**config.mk**
```make
export PLATFORM = sky130hd
export DESIGN_NAME = gshare_ongoru_birimi
export DESIGN_NICKNAME = d
export VERILOG_FILES = /design/src/rtl/gshare_ongoru_birimi.sv
export SDC_FILE = /design/constraint.sdc
export NUM_CORES = 1
export LEC_CHECK = 0
export ABC_AREA = 1
export ABC_CLOCK_PERIOD_IN_PS = 2350
export CORE_MARGIN = 2
export CORE_UTILIZATION = 53
export CTS_CLUSTER_DIAMETER = 60
export DETAILED_ROUTE_END_ITERATION = 8
export HOLD_SLACK_MARGIN = 0.03
export PLACE_DENSITY = 0.85
export SYNTH_ARGS = -nofsm -noshare
export SYNTH_HDL_FRONTEND = slang
export SYNTH_SLANG_ARGS = --single-unit
```
**constraint.sdc**
```tcl
create_clock -name i_saat -period 2.35 [get_ports i_saat]
set_clock_uncertainty 0.2 [all_clocks]
set_input_delay 0.235 -clock i_saat [delete_from_list [all_inputs] [get_ports i_saat]]
set_output_delay 0.235 -clock i_saat [all_outputs]
set_load 0.02 [all_outputs]
```
**src/rtl/gshare_ongoru_birimi.sv**
```systemverilog
// gshare branch direction predictor.
// A table of CTR_W-bit saturating counters is indexed by PC XOR global history
// (MODE 0) or by PC alone (MODE 1). Predictions are issued on the predict port
// and each carries its table index and history checkpoint. Resolved branches
// come back on the update port with those values. A mispredict rebuilds the
// history from the checkpoint plus the real outcome.
//
// Handshake: there is no back-pressure. A request is accepted on every rising
// edge where its valid input is high. o_tahmin_gecerli is a one-cycle
// registered strobe for each accepted predict. o_ongoru_yanlis is a one-cycle
// registered strobe for each mispredicted update.
module gshare_ongoru_birimi #(
    parameter int IDX_W  = 5,
    parameter int HIST_W = 5,
    parameter int CTR_W  = 2,
    parameter int MODE   = 0
) (
    input  logic              i_saat,
    input  logic              i_reset,
    input  logic              i_tahmin_gecerli,
    input  logic [31:0]       i_buyruk_sayaci,
    output logic              o_tahmin_gecerli,
    output logic              o_buyruk_ongoru,
    output logic [IDX_W-1:0]  o_ongoru_indeks,
    output logic [HIST_W-1:0] o_gecmis,
    input  logic              i_guncelle_gecerli,
    input  logic [IDX_W-1:0]  i_guncelle_indeks,
    input  logic [HIST_W-1:0] i_guncelle_gecmis,
    input  logic              i_ongoru,
    input  logic              i_buyruk_atladi,
    output logic              o_ongoru_yanlis,
    output logic [31:0]       o_tahmin_sayisi,
    output logic [31:0]       o_yanlis_sayisi
);

    localparam int DERINLIK = 1 << IDX_W;
    // Weakly not-taken: MSB clear, all lower bits set.
    localparam logic [CTR_W-1:0] ZAYIF_ALMAZ = {1'b0, {(CTR_W-1){1'b1}}};
    localparam logic [CTR_W-1:0] SAYAC_UST   = {CTR_W{1'b1}};

    logic [CTR_W-1:0]  tablo [DERINLIK];
    logic [HIST_W-1:0] ghr;
    logic [HIST_W-1:0] ghr_kaydir;
    logic [HIST_W-1:0] ghr_onar;
    logic [IDX_W-1:0]  pc_idx;
    logic [IDX_W-1:0]  idx;
    logic              tahmin_bit;
    logic              yanlis;
    logic              unused_pc;

    assign pc_idx    = i_buyruk_sayaci[IDX_W+1:2];
    assign unused_pc = ^{i_buyruk_sayaci[31:IDX_W+2], i_buyruk_sayaci[1:0]};

    // Bimodal ignores history for indexing but still keeps the GHR running.
    generate
        if (MODE == 1) begin : g_bimodal
            assign idx = pc_idx;
        end else begin : g_gshare
            assign idx = pc_idx ^ IDX_W'(ghr);
        end
    endgenerate

    assign tahmin_bit = tablo[idx][CTR_W-1];
    assign yanlis     = i_guncelle_gecerli && (i_ongoru != i_buyruk_atladi);

    // A one-bit history has nothing to shift, so it simply becomes the new bit.
    generate
        if (HIST_W == 1) begin : g_gecmis_tek
            assign ghr_kaydir = tahmin_bit;
            assign ghr_onar   = i_buyruk_atladi;
        end else begin : g_gecmis_cok
            assign ghr_kaydir = {ghr[HIST_W-2:0], tahmin_bit};
            assign ghr_onar   = {i_guncelle_gecmis[HIST_W-2:0], i_buyruk_atladi};
        end
    endgenerate

    // Pattern table: only the update port writes it. The predict path reads
    // the value from before the edge, so no bypass is applied.
    always_ff @(posedge i_saat) begin
        if (!i_reset) begin
            for (int i = 0; i < DERINLIK; i++) begin
                tablo[i] <= ZAYIF_ALMAZ;
            end
        end else if (i_guncelle_gecerli) begin
            if (i_buyruk_atladi) begin
                if (tablo[i_guncelle_indeks] != SAYAC_UST) begin
                    tablo[i_guncelle_indeks] <= tablo[i_guncelle_indeks] + 1'b1;
                end
            end else if (tablo[i_guncelle_indeks] != '0) begin
                tablo[i_guncelle_indeks] <= tablo[i_guncelle_indeks] - 1'b1;
            end
        end
    end

    // History and prediction outputs. A mispredict restore wins over the
    // speculative shift, because that predict is on the wrong path.
    always_ff @(posedge i_saat) begin
        if (!i_reset) begin
            ghr              <= '0;
            o_tahmin_gecerli <= 1'b0;
            o_buyruk_ongoru  <= 1'b0;
            o_ongoru_indeks  <= '0;
            o_gecmis         <= '0;
            o_ongoru_yanlis  <= 1'b0;
        end else begin
            o_tahmin_gecerli <= i_tahmin_gecerli;
            o_ongoru_yanlis  <= yanlis;
            if (i_tahmin_gecerli) begin
                o_buyruk_ongoru <= tahmin_bit;
                o_ongoru_indeks <= idx;
                o_gecmis        <= ghr;
            end
            if (yanlis) begin
                ghr <= ghr_onar;
            end else if (i_tahmin_gecerli) begin
                ghr <= ghr_kaydir;
            end
        end
    end

    // Statistics counters stop at all-ones instead of wrapping.
    always_ff @(posedge i_saat) begin
        if (!i_reset) begin
            o_tahmin_sayisi <= '0;
            o_yanlis_sayisi <= '0;
        end else begin
            if (i_tahmin_gecerli && (o_tahmin_sayisi != '1)) begin
                o_tahmin_sayisi <= o_tahmin_sayisi + 32'd1;
            end
            if (yanlis && (o_yanlis_sayisi != '1)) begin
                o_yanlis_sayisi <= o_yanlis_sayisi + 32'd1;
            end
        end
    end

endmodule

```
Yosys cells after proc, flatten, opt, wreduce, memory -nomap -nowiden
Memories as Yosys holds them, arrays and structs flattened.
Cells that the tools add are included.
{"block": "totals", "output_inout_bits": 77, "n_memories": 1, "mem_bits_ro": 0, "in_bits": 48, "latch_bits": 0, "register_bits": 82, "elab_cells": 42, "ram_bits": 64}
{"block": "classes", "n_lt_le_gt_ge": 0, "shift": 0, "multipliers": 0, "add_sub_neg": 4, "n_mux": 17, "bitwise_logic": 2, "div": 0, "reduce_logical": 6, "n_eq_ne": 4}
{"memory": "tablo", "depth": 32, "word_bits": 2, "rd": 2, "rd_clocked_by_memory_dff": 0, "write_ports": 32, "line": "41", "text": "logic [CTR_W-1:0] tablo [DERINLIK];"}
{"operator": "32-bit by 1-bit adder with 32-bit output, second input constant", "count": 2}
{"operator": "32-bit inequality test, second input constant", "count": 2}
{"operator": "5-bit two-way mux", "count": 3}
{"operator": "1-bit two-way mux", "count": 12}
{"operator": "5-bit XOR", "count": 1}
{"operator": "2-bit two-way mux", "count": 2}
{"operator": "2-bit nonzero test", "count": 2}
{"operator": "1-bit logical AND", "count": 3}
{"operator": "2-bit by 1-bit adder with 2-bit output, second input constant", "count": 1}
{"operator": "2-bit inequality test, second input constant", "count": 1}
{"operator": "2-bit OR reduction", "count": 1}
{"operator": "2-bit by 1-bit subtractor with 2-bit output, second input constant", "count": 1}
{"operator": "1-bit inequality test", "count": 1}
{"operator": "1-bit bitwise OR", "count": 1}

Longest topological paths before layout
An unclocked memory read counts as a cell.
{"block": "depth", "word_depth": 10, "depth_mapped": 16, "depth_no_buf": 14}

Worst setup path before layout
No wires, ideal clock.
{"block": "synth_timing", "path_kind": "register to register", "start": "register o_yanlis_sayisi[0]", "end": "register o_yanlis_sayisi[0]", "stages_incl_launch_ff": 12, "arrival_time_ns": 2.022, "setup_ns": 0.132, "setup_slack_ns": -0.004, "path_buffers": 1, "t_required_ns": 2.018, "synth_period_minus_slack_ns": 2.354, "cell_sequence": "dfxtp_1 ha_1 nand2_1 nor3_1 nand3_1 nor2_1 nand2_1 nand2_1 clkinv_1 clkbuf_1 o21ai_0 a21oi_1"}
{"block": "synth_between", "elab_chain_len": 2, "elab_cells_between_ends": 3, "cone_classes": "1 x add/sub; 1 x eq/ne; 1 x reduce/logical"}
{"item": "start, declared", "line": "33", "text": "output logic [31:0] o_yanlis_sayisi"}
{"item": "start signal, assigned", "line": "131", "text": "o_yanlis_sayisi <= o_yanlis_sayisi + 32'd1;"}
{"item": "parallel branches: the longest is 2 deep, another holds 32-bit by 1-bit adder with 32-bit output"}
Parallel ways; which one is timed is not known.
A chain may end at the register's enable or synchronous reset.

==> summary.txt <==
Worst setup path
  • Reg2reg start: tablo[21][1]
  • Critical path origin: tablo[21][1]
  • Startpoint Class: flip-flop
  • Crit. End Element: flip-flop
  • Setup Crit Path Kind: flip-flop to flip-flop
  • Slowest stage delay, CP: 0.50 ns
  • Worst-path fanout max: 7
  • Crit-path slowest cell: edfxtp_1
  • Worst path most repeated cell: nand2_1
  • CP Data Required Time: 2.29 ns
  • Worst Path Arrival: 2.51 ns
  • Cell chain of the critical path: nand2_1, o21ai_1, nand2_1, nand2_1, nand2_1, nand2_1, nor2_2, nand2_2, nand2_4, nand2_4, nand2_8, buf_12, buf_6, buf_4, nand4_1

Layout
  • Final cell count without fillers: 1,510
  • Area Overhead vs Synth: 36.28%
  • Post-route cell area: between 10,000 and 15,000 µm²
  • Share of cells above drive strength 1: 0.1596
  • Nets: about 1,400
  • N_diodes: 0

Synth
  • Largest area contributor in the netlist: edfxtp_1
  • Syn. warnings: 0
  • Most frequent cell after synthesis: nand2_1
  • Mean Syn Cell Area: 7.171 µm²
  • Post-synthesis cell count: around 1,100
  • Ys flop type: dfxtp_1
  • Commonest cells in the netlist: nand2_1, nor2_1, inv_1, nand3_1, dfxtp_1
  • Largest cells by area after synthesis: edfxtp_1, dfxtp_1, nand2_1
  • Distinct cell type count after synthesis: 40
  • Synth Cell Area: 8118 µm²
  • Syn nets: around 1,200
  • Post-synth EDFFs: 64
  • Synth async-reset ratio: 0
  • Share of the synthesized area in the top cell type: 0.2367
  • Sequential share of the synthesized area: 0.4390
  • #FFs+latches synth: 146

STA
  • Tcrit/Tclk final: 1.092
  • Slew headroom: 0.4611
  • Fin. Hold Viols: 0
  • Final worst slack: -0.2156 ns
  • Slew at the pin closest to its max-slew limit: around 0.8 ns
  • Setup violators final: 108
  • Slew Limit Fails: 0
  • Fin crit period: 2.566 ns
  • RSZ-0062 raised after global routing: yes
  • Fmax: 0.3898 GHz

Global routing
  • First-pass GRT wire length: 40,100 µm
  • Number of global-route vias before repair: 8,200
  • Gr usage total: 0.3070
  • Largest net degree at the start of global routing: ~70
  • Total global routing overflow: 0
  • Initial antenna violation count: 0

Drt
  • Wire per inst: 17.80 µm
  • Total number of vias: 9,040
  • DR vias/cell: about 6.0
  • Drc violations: 0
  • Top Metal Used: met4
  • Met3 Wirelength: 2916 µm
  • Routed Antenna Nets: 0
  • Drt first-iter violations: 1,441
  • Routed length on met2: ~13,000 µm
  • Final wirelength: 26,870 µm
  • Pre-antenna DRT Iters: 8
  • Met1 wire length: 10,150 µm

Placement
  • Post-DP Area: between 9000 and 10,000 µm²
  • DP Wirelength: 16,690 µm
  • Final Wtd Congestion: 0.9653
  • Post-place setup slack: -0.5159 ns
  • Cells after DPL: 1,455
  • I/O Buffers: 96

Run status
  • Outcome: finished, violations left
  • Failing checks: setup timing

Floorplan
  • Initial core utilization: 0.5380
  • Core ar.: 15,090 µm²
  • Cell Rows: 45
  • # IOs: 125
  • Die area: 16,320 µm²
  • Chip width: 127.8 µm
  • Overall die height: 127.8 µm

Job
  • Max-cap violations: 0

Hold path
  • Hold_sp: i_guncelle_gecmis[3]
  • Worst hold path class: primary input to flip-flop

CTS
  • CTS root buffer: clkbuf_16
  • H-tree levels: 4
  • Clock tree buffer depth: 2
  • Clock Pin Slew Worst Setup and Hold Paths: 0.06 ns
  • # clock sinks: 146
  • CTS tree: built
  • Skew-Pair Late Insertion Delay: 0.43 ns
  • Cts bufs inserted: 17

Power and ir drop
  • Peak supply drop: 0.4562 mV
  • P per Cell Area: 598.2 nW/µm²
  • Pleak: 4.241 nW
[final cells by class]
type	count	area [µm²]
Multi-Input combinational cell	829	4173
Tap cell	188	235.2
Clock buffer	27	579.3
Sequential cell	146	3565
Clock inverter	4	53.80
Timing Repair Buffer	212	2057
Inverter	104	400.4
Fill cell	1037	4026
[power by group]
part           leakage, nW  internal [mW]  switching, mW  total (mW)
registers             1.22           2.70         0.0397        2.74
clock network        0.310           1.80           1.07        2.87
logic                 2.71          0.396          0.614        1.01
[what timing repair did]
item,CTS,global route
endpoints found under the hold margin,8,0
gates cloned,4,1
pin swaps,13,15
setup endpoints to repair,81,155
buffers inserted,15,5
hold buffers,1,0
gates resized for setup,26,63
[cells by family after synthesis]
| family | after synthesis | share of synthesized area |
|---|---|---|
| flip-flops | 146 | 0.4390 |
| AND/OR/NAND/NOR | 678 | 0.3641 |
| AO/OA/AOI/OAI | 116 | 0.07768 |
| XOR/XNOR | 32 | 0.03452 |
| buffers and inverters | 158 | 0.08169 |
| adder cells (fa/ha/maj) | 2 | 0.003082 |
[stage by stage]
stage	hold WS [ns]	util	total power [mW]	TNS [ns]
floorplan	0.2089	-	3.285	0
global placement	0.2461	0.6507	3.573	-50.24
detailed placement	0.2614	0.6507	3.589	-55.68
CTS	0.1917	0.7144	6.490	0
global route	0.2170	0.7332	6.806	-17.52
finish	0.1875	0.7332	6.618	-13.92
[metal layers]
metal / vias up / global-route usage
met5: - / 0
met2: 649 / 0.5074
met4: 0 / 0.1254
met1: 4139 / 0.3877
li1: 4116 / -
met3: 136 / 0.07387
[sequential cells by signal (all words and copies together) (netlist names)]
register and cells:
ghr 5, o_buyruk_ongoru 1, o_gecmis 5, o_ongoru_indeks 5
o_ongoru_yanlis 1, o_tahmin_gecerli 1, o_tahmin_sayisi 32, o_yanlis_sayisi 32
tablo 64
[critical path: cells and delay by family (launching register included)]
family	cells	cell delay (ns)
AOI/OAI and AO/OA	1	0.09
and+or+nand+nor	11	1.13
DFF	1	0.50
buffers and inverters	3	0.36
[final timing paths]
| path | to | cells after the start | slack (ns) |
|---|---|---|---|
| max | tablo[20][0] | 15 | -0.22 |
| max reg2reg | tablo[20][0] | 15 | -0.22 |
| min | ghr[4] | 3 | 0.19 |
| min reg2reg | o_gecmis[1] | 2 | 0.27 |
[layout by cell type, fill, tap and decap left out, types with 5 or more instances in the layout]
master           count
inv_1               96
nand3_1             78
nand2_2             15
dfxtp_1             81
o21ai_1              5
nor4_1               7
clkdlybuf4s50_1     92
nand2_1            332
xor2_1              16
nor3_1              25
nor3_2               6
buf_12              10
inv_4                5
clkbuf_16           23
xnor2_1             16
nor2_2               8
nor2_1             118
nand4_1             58
nand3_2              8
o21ai_0             36
nand3_4              6
a21oi_1             54
buf_4               97
edfxtp_1            64
o211ai_1             5
Power figures use the tool's default switching activity.
